File: src/rtl/cla_pkg.sv
// Shared definitions for the sequenced carry-lookahead adder.
//   CLA_SLICE_W     : width of the reused adder slice
//   cla_seq_state_t : controller states
package cla_pkg;

    localparam int unsigned CLA_SLICE_W = 4;

    typedef enum logic [1:0] {
        IDLE = 2'd0,
        RUN  = 2'd1,
        DONE = 2'd2
    } cla_seq_state_t;

endpackage : cla_pkg

File: src/rtl/cla.sv
// 4-bit carry-lookahead adder slice, purely combinational.
//   a, b : slice operands
//   cin  : carry into bit 0
//   sum  : slice sum
//   cout : carry out of bit 3
module cla
    import cla_pkg::*;
(
    input  logic [CLA_SLICE_W-1:0] a,
    input  logic [CLA_SLICE_W-1:0] b,
    input  logic                   cin,
    output logic [CLA_SLICE_W-1:0] sum,
    output logic                   cout
);

    logic [CLA_SLICE_W-1:0] g;
    logic [CLA_SLICE_W-1:0] p;
    logic [CLA_SLICE_W:0]   c;

    // Generate/propagate terms and flattened lookahead carries
    always_comb begin
        g    = a & b;
        p    = a ^ b;
        c[0] = cin;
        c[1] = g[0] | (p[0] & cin);
        c[2] = g[1] | (p[1] & g[0]) | (p[1] & p[0] & cin);
        c[3] = g[2] | (p[2] & g[1]) | (p[2] & p[1] & g[0])
             | (p[2] & p[1] & p[0] & cin);
        c[4] = g[3] | (p[3] & g[2]) | (p[3] & p[2] & g[1])
             | (p[3] & p[2] & p[1] & g[0])
             | (p[3] & p[2] & p[1] & p[0] & cin);
        sum  = p ^ c[CLA_SLICE_W-1:0];
        cout = c[CLA_SLICE_W];
    end

endmodule : cla

File: src/rtl/cla_seq_ctrl.sv
// WIDTH-bit adder built by sequencing one 4-bit CLA slice, LSB nibble first.
//   clk, rst_n               : clock, async active-low reset
//   start_valid/start_ready  : request handshake (a, b, cin sampled at accept)
//   res_valid/res_ready      : result handshake (sum, cout held while valid)
//   busy                     : operation in progress or result pending
module cla_seq_ctrl
    import cla_pkg::*;
#(
    parameter int unsigned WIDTH = 16
) (
    input  logic             clk,
    input  logic             rst_n,
    input  logic             start_valid,
    output logic             start_ready,
    input  logic [WIDTH-1:0] a,
    input  logic [WIDTH-1:0] b,
    input  logic             cin,
    output logic             res_valid,
    input  logic             res_ready,
    output logic [WIDTH-1:0] sum,
    output logic             cout,
    output logic             busy
);

    localparam int unsigned NSLICE = WIDTH / CLA_SLICE_W;
    localparam int unsigned IDX_W  = (NSLICE > 1) ? $clog2(NSLICE) : 1;

    cla_seq_state_t   state_q, state_d;
    logic [WIDTH-1:0] a_q, a_d;
    logic [WIDTH-1:0] b_q, b_d;
    logic             carry_q, carry_d;
    logic [IDX_W-1:0] idx_q, idx_d;
    logic [WIDTH-1:0] sum_q, sum_d;
    logic             cout_q, cout_d;
    logic             start_ready_q, start_ready_d;
    logic             res_valid_q, res_valid_d;
    logic             busy_q, busy_d;

    logic [CLA_SLICE_W-1:0] slice_a;
    logic [CLA_SLICE_W-1:0] slice_b;
    logic [CLA_SLICE_W-1:0] slice_sum;
    logic                   slice_cout;
    logic                   last_slice;

    // Operand nibble select for the current slice
    always_comb begin
        slice_a    = a_q[CLA_SLICE_W * 32'(idx_q) +: CLA_SLICE_W];
        slice_b    = b_q[CLA_SLICE_W * 32'(idx_q) +: CLA_SLICE_W];
        last_slice = (idx_q == IDX_W'(NSLICE - 1));
    end

    cla u_cla (
        .a    (slice_a),
        .b    (slice_b),
        .cin  (carry_q),
        .sum  (slice_sum),
        .cout (slice_cout)
    );

    // Next-state and datapath update
    always_comb begin
        state_d = state_q;
        a_d     = a_q;
        b_d     = b_q;
        carry_d = carry_q;
        idx_d   = idx_q;
        sum_d   = sum_q;
        cout_d  = cout_q;

        unique case (state_q)
            IDLE: begin
                if (start_valid) begin
                    a_d     = a;
                    b_d     = b;
                    carry_d = cin;
                    idx_d   = '0;
                    sum_d   = '0;
                    cout_d  = 1'b0;
                    state_d = RUN;
                end
            end
            RUN: begin
                sum_d[CLA_SLICE_W * 32'(idx_q) +: CLA_SLICE_W] = slice_sum;
                carry_d = slice_cout;
                idx_d   = idx_q + IDX_W'(1);
                if (last_slice) begin
                    cout_d  = slice_cout;
                    idx_d   = '0;
                    state_d = DONE;
                end
            end
            DONE: begin
                if (res_ready) begin
                    state_d = IDLE;
                end
            end
            default: state_d = IDLE;
        endcase

        // Handshake flags registered alongside the state they decode
        start_ready_d = (state_d == IDLE);
        res_valid_d   = (state_d == DONE);
        busy_d        = (state_d == RUN) || (state_d == DONE);
    end

    // State and datapath registers
    always_ff @(posedge clk or negedge rst_n) begin
        if (!rst_n) begin
            state_q       <= IDLE;
            a_q           <= '0;
            b_q           <= '0;
            carry_q       <= 1'b0;
            idx_q         <= '0;
            sum_q         <= '0;
            cout_q        <= 1'b0;
            start_ready_q <= 1'b1;
            res_valid_q   <= 1'b0;
            busy_q        <= 1'b0;
        end else begin
            state_q       <= state_d;
            a_q           <= a_d;
            b_q           <= b_d;
            carry_q       <= carry_d;
            idx_q         <= idx_d;
            sum_q         <= sum_d;
            cout_q        <= cout_d;
            start_ready_q <= start_ready_d;
            res_valid_q   <= res_valid_d;
            busy_q        <= busy_d;
        end
    end

    assign start_ready = start_ready_q;
    assign res_valid   = res_valid_q;
    assign busy        = busy_q;
    assign sum         = sum_q;
    assign cout        = cout_q;

endmodule : cla_seq_ctrl
File: config.mk
export PLATFORM = sky130hd
export DESIGN_NAME = cla_seq_ctrl
export DESIGN_NICKNAME = d
export VERILOG_FILES = /design/src/rtl/cla_pkg.sv /design/src/rtl/cla.sv /design/src/rtl/cla_seq_ctrl.sv
export SDC_FILE = /design/constraint.sdc
export NUM_CORES = 1
export LEC_CHECK = 0
export ABC_AREA = 1
export BUFFER_PORTS_ARGS = -buffer_cell sky130_fd_sc_hd__buf_2
export CORE_MARGIN = 2
export CORE_UTILIZATION = 59
export CTS_CLUSTER_DIAMETER = 30
export DETAILED_ROUTE_END_ITERATION = 8
export PLACE_DENSITY_LB_ADDON = 0.25
export SLEW_MARGIN = 20
export SYNTH_ARGS = -nofsm -noshare
export SYNTH_HDL_FRONTEND = slang
export SYNTH_HIERARCHICAL = 1
export SYNTH_SLANG_ARGS = --single-unit
File: constraint.sdc
create_clock -name clk -period 5.3 [get_ports clk]
set_input_delay 1.06 -clock clk [delete_from_list [all_inputs] [get_ports clk]]
set_output_delay 1.06 -clock clk [all_outputs]
set_load 0.005 [all_outputs]
==> results of run 1 <==
-- critical path, cell delays in order, from the launching register on --
cell      delay [ps]
dfrtp_1          830
inv_1            530
o211ai_1         310
nand2_1           90
ha_1             340
or2_0            210
nand2_1           80
nand3_1           70
nand2_1          110
nand3_1          100
nor2_1           150
nand2_1           80
nand2_1           60
-- synthesized netlist by cell type, drive strengths merged --
cell type / count / share of area
nor2: 15 / 0.023
nand4: 6 / 0.013
a21oi: 1 / 0.0017
fa: 1 / 0.0068
dfrtp: 56 / 0.48
xnor2: 1 / 0.0030
o211ai: 8 / 0.020
nand3: 32 / 0.056
clkinv: 1 / 0.0013
or2: 1 / 0.0021
buf: 14 / 0.033
inv: 39 / 0.051
ha: 11 / 0.047
nand2: 187 / 0.24
o21ai: 9 / 0.015
dfstp: 1 / 0.0089
-- layer usage --
| metal | global-route usage | up-vias | wire length [um] |
|---|---|---|---|
| met5 | 0 | - | 0 |
| met4 | 0.1329 | 0 | 151 |
| met3 | 0.04336 | 14 | 217 |
| met2 | 0.4159 | 60 | 2804 |
| met1 | 0.2779 | 1179 | 2671 |
| li1 | - | 1296 | - |
-- final cells by class --
class | instances | area [um^2]
repair buffers | 57 | 287.8
multi-input cells | 272 | 1264
inverters | 40 | 152.6
clock buffers | 13 | 158.9
well taps | 67 | 83.83
fillers | 411 | 1340
clock inverters | 3 | 40.04
flip-flops and latches | 57 | 1428
-- power by group --
group	switching [W]	internal, W
registers	0.000143	0.000623
clock network	0.000165	0.000241
logic	0.000708	0.000402
total	0.00102	0.00127
-- worst paths after layout --
path,to,slack (ps),cells past startpoint
setup / recovery,sum[15],2280,12
hold / removal,a_q[4],480,2
setup reg to reg,sum[15],2280,12
hold reg to reg,a_q[4],480,2
max in group asynchronous,a_q[0],3980,2
min in group asynchronous,idx_q[0],850,2
-- through the flow --
step / utilization / total power (W) / worst slack, ps
after floorplan: - / 0.001628 / 3238
final: 0.7182 / 0.002282 / 2276
after global placement: 0.6763 / 0.001834 / 2493
after detailed placement: 0.6763 / 0.001876 / 2361
after CTS: 0.7182 / 0.002288 / 2343
after global routing: 0.7182 / 0.002497 / 1962
-- cells by family after synthesis --
family | after synthesis | synth area share
AND/OR/NAND/NOR | 241 | 0.3358
flip-flops | 57 | 0.4855
buffers and inverters | 54 | 0.08468
AO/OA/AOI/OAI | 18 | 0.03744
adder cells (fa/ha/maj) | 12 | 0.05362
XOR/XNOR | 1 | 0.002979
-- state kept, by name, indices dropped and copies added, names as in the netlist --
name         cells
sum             16
idx_q            2
a_q             16
start_ready      1
cout             1
busy             1
b_q             16
res_valid        1
state_q          2
carry_q          1
-- placed cells by master, fill, tap and decap left out --
master     count
ha_1          11
clkinv_1       1
nor2_4         1
nor2_2         1
clkbuf_8      11
nor2_1        13
buf_2         56
dfstp_2        1
bufinv_16      1
inv_2          1
a21oi_1        1
inv_1         37
clkinv_2       2
o211ai_1       8
inv_4          1
dfrtp_1       56
nand2_4        1
nand2_1      185
or2_0          1
fa_1           1
buf_4          1
o21ai_0        8
nand3_1       31
nand2_2        1
o21ai_1        1
nand3_2        1
clkbuf_1       2
xnor2_1        1
nand4_1        6
==> flow_summary.json, run 1 <==
{
  "path_max_fanout": 26,
  "drc": 0,
  "synth_area_per_cell_um2": 7.677,
  "root_buffer": "clkbuf_8",
  "gr-usage-all-layers": 0.2392,
  "h-tree-depth": 3,
  "ir_worst_vdd_uv": 308.7,
  "cts.clk_slew.worst_paths_ps": 60,
  "setup_viol": 0,
  "hpwl_um": 4116,
  "skew_ps": 7.963,
  "required_ps": 5570,
  "io_buffers": 56,
  "synthesis.nets": 432,
  "cts_setup_buffers": 0,
  "synthCells": 383,
  "finalCriticalPeriod_ps": 3024,
  "rows": 25,
  "dr.pass1.iters": 4,
  "critical_path_arrival_ps": 3290,
  "start_util": 0.6184,
  "slew_violations": 0,
  "p_per_area_nw_per_um2": 668.4,
  "cts_buffers": 9,
  "wl_per_cell_um": 11.48,
  "antenna_found_initial": 0,
  "ant_nets": 0,
  "syn_to_final_growth_pct": 16.13,
  "num_vias": 2549,
  "hold_ws_ps": 480.1,
  "total_leakage_power_nw": 2.038,
  "reg2reg_from": "idx_q[0]",
  "final_cell_area_um2": 3415,
  "placed_cells": 493,
  "yosysUniqueCellTypes": 26,
  "maxCapViolCount": 0,
  "via_per_inst": 5.008,
  "synth_warnings": 6,
  "layout.nets": 486,
  "status": "complete, no violations",
  "syn_area_um2": 2940,
  "endpoint_kind": "flip-flop",
  "max_freq_ghz": 0.3307,
  "grt_pass1_vias": 2452,
  "hp-class": "reg2reg",
  "cts_tree": "built",
  "setup_tns_ps": 0,
  "ys_seq_area_frac": 0.4855,
  "postCtsHoldBufs": 0,
  "startpoint_type": "flip-flop",
  "grt_overflow": 0,
  "dpl_cell_area_um2": 3216,
  "hold_start": "a_q[4]",
  "drt_iter0_markers": 151,
  "fin_cells": 509,
  "critPathLaunch": "idx_q[0]",
  "period_share": 0.5706,
  "die_y_um": 74.60,
  "die_x_um": 74.60,
  "ys_ff_latch": 57,
  "drt-total-wl_um": 5844,
  "rsz0062_at_grt": "no",
  "grt_pass1_wl_um": 10060,
  "clk-insertion-delay-late_ps": 340,
  "worst_slew_pin_slew_ps": 747.4,
  "clk_path_buf_depth": 2,
  "hold_viol_final": 0,
  "core_area_um2": 4755,
  "gp_congestion": 0.8730,
  "antenna_cells": 0,
  "boundaryPins": 57,
  "drive_gt1_frac": 0.1787,
  "grt_max_degree": 58,
  "slew_headroom": 0.5018,
  "crit_type": "reg2reg",
  "die_area_um2": 5564,
  "cts_sinks": 57,
  "cts_resized": 0
}
No activity file was read; power rests on OpenSTA's default activity.
==> inputs of run 2 (changes only) <==
--- a/config.mk
+++ b/config.mk
@@ -8,7 +8,7 @@
 export ABC_AREA = 1
 export BUFFER_PORTS_ARGS = -buffer_cell sky130_fd_sc_hd__buf_2
 export CORE_MARGIN = 2
-export CORE_UTILIZATION = 59
+export CORE_UTILIZATION = 50
 export CTS_CLUSTER_DIAMETER = 30
 export DETAILED_ROUTE_END_ITERATION = 8
 export PLACE_DENSITY_LB_ADDON = 0.25
==> constraint.sdc (replaced) <==
create_clock -name clk -period 2.7 [get_ports clk]
set_input_delay 0.54 -clock clk [delete_from_list [all_inputs] [get_ports clk]]
set_output_delay 0.54 -clock clk [all_outputs]
set_load 0.005 [all_outputs]
==> run 2 against run 1 <==
Die area up 17%. Critical path type unchanged. Total power increased by 100%. Utilization fell by 9.7 points. Maximum frequency rose by 30%. Setup slack lost 1900 ps.
==> flow_summary.json, run 2 (same netlist as run 1, synthesis figures left out) <==
{
  "status": "complete, no violations",
  "die_area_um2": 6510,
  "period_share": 0.8604,
  "drt-total-wl_um": 6107,
  "slew_violations": 0,
  "finalCriticalPeriod_ps": 2323,
  "p_per_area_nw_per_um2": 1321,
  "netSwitchingFraction": 0.4411,
  "grt_max_degree": 36,
  "final_cell_mix": "185 x nand2_1, 56 x dfrtp_1, 56 x buf_2",
  "critical_path.endpoint": "sum[7]",
  "boundaryPins": 57,
  "drc": 0,
  "ir_worst_vdd_uv": 538.3,
  "die_x_um": 80.69,
  "hpwl_um": 4289,
  "setup_tns_ps": 0,
  "gr-usage-all-layers": 0.2227,
  "setup_ws_ps": 376.9,
  "core_area_um2": 5608,
  "io_buffers": 56,
  "die_y_um": 80.69,
  "hold_ws_ps": 263.9,
  "critical_path_arrival_ps": 2600,
  "final_common_cell": "nand2_1",
  "grt_pass1_wl_um": 11050,
  "drt_iter0_markers": 138,
  "h-tree-depth": 3,
  "reg2reg_from": "idx_q[0]",
  "cts_buffers": 9,
  "preCtsSetupSlack_ps": 412.5,
  "postCtsHoldBufs": 0,
  "internal-power_w": 0.002573,
  "syn_to_final_growth_pct": 18.55,
  "hp-class": "in2async",
  "endpoint_kind": "flip-flop",
  "layout.nets": 492,
  "startpoint_type": "flip-flop",
  "dpl_cell_area_um2": 3267,
  "fillers": 524,
  "drive_gt1_frac": 0.1942,
  "antenna_found_initial": 0,
  "num_vias": 2524,
  "grt_pass1_vias": 2520,
  "placed_cells": 504,
  "wl_per_cell_um": 11.74,
  "path_max_fanout": 17,
  "reg2reg_to": "sum[7]",
  "maxCapViolCount": 0,
  "pwr-share-seq": 0.314,
  "required_ps": 2980,
  "combPwrFrac": 0.495,
  "cts_resized": 0,
  "skew_ps": 9.223,
  "start_util": 0.5243,
  "cts.clk_slew.worst_paths_ps": 70,
  "root_buffer": "clkbuf_8",
  "final_cell_area_um2": 3486,
  "ant_nets": 0,
  "via_per_inst": 4.854,
  "cts_sinks": 57,
  "rows": 27,
  "grt_overflow": 0,
  "dr.pass1.iters": 4,
  "worst_slew_pin_slew_ps": 798.9,
  "clock_power_share": 0.191,
  "gp_congestion": 0.8344,
  "crit_type": "reg2reg",
  "total_leakage_power_nw": 2.073,
  "clk-insertion-delay-late_ps": 350,
  "setup_viol": 0,
  "hold_viol_final": 0,
  "critPathLaunch": "idx_q[0]",
  "cts_tree": "built",
  "p_sw_w": 0.002031,
  "clk_path_buf_depth": 2,
  "slew_headroom": 0.4674,
  "max_freq_ghz": 0.4305,
  "antenna_cells": 0,
  "cts_setup_buffers": 0,
  "reg2reg_depth": 13,
  "fin_cells": 520,
  "rsz0062_at_grt": "no",
  "r2r_setup_slack_ps": 380
}
==> run 2: per-stage QoR <==
step	power, W	util
after global routing	0.005132	0.6216
after CTS	0.004643	0.6216
after global placement	0.003675	0.5826
final	0.004603	0.6216
after floorplan	0.003196	-
after detailed placement	0.003729	0.5826
==> run 2: metal layers <==
layer | vias up | track usage | wire [um] | part of all wire
li1 | 1309 | - | - | -
met1 | 1150 | 0.2858 | 2888 | 0.47
met2 | 56 | 0.3567 | 2846 | 0.47
met3 | 9 | 0.04944 | 255 | 0.042
met4 | 0 | 0.1051 | 116 | 0.019
met5 | - | 0 | 0 | 0
==> run 2: worst min-delay path by stage <==
stage / to / slack (ps) / cells past startpoint
after floorplan: a_q[0] / 240 / 0
after global placement: b_q[0] / 470 / 2
after CTS: busy / 290 / 1
final: busy / 260 / 1
after detailed placement: b_q[1] / 470 / 2
after global routing: busy / 330 / 1
==> run 2: area by class of cell <==
class                           count  area [um^2]  area share
Clock inverter                      7        95.09     0.02728
Clock buffer                        9        123.9     0.03553
Inverter                           40        152.6     0.04379
Multi-Input combinational cell    272         1264      0.3625
Tap cell                           72        90.09     0.02584
Sequential cell                    57         1428      0.4095
Timing Repair Buffer               63        332.8     0.09548
==> run 2: power groups by stage <==
stage / clock network, W / registers (W) / logic (W)
3_3_place_gp: 0 / 0.00145 / 0.00222
6_report: 0.000879 / 0.00145 / 0.00228
4_1_cts: 0.000898 / 0.00145 / 0.00230
3_5_place_dp: 0 / 0.00145 / 0.00228
5_1_grt: 0.000944 / 0.00150 / 0.00269
2_1_floorplan: 0 / 0.00141 / 0.00179
==> run 2: critical path: stages, from the launching register on <==
cell and delay, ps:
dfrtp_1 460, inv_1 360, nand2_1 90, o211ai_1 100, nand2_1 80, ha_1 360
or2_0 230, nand2_1 90, nand3_1 60, nand2_1 110, nand3_1 100, nor2_1 110
nand2_1 60, nand2_1 50
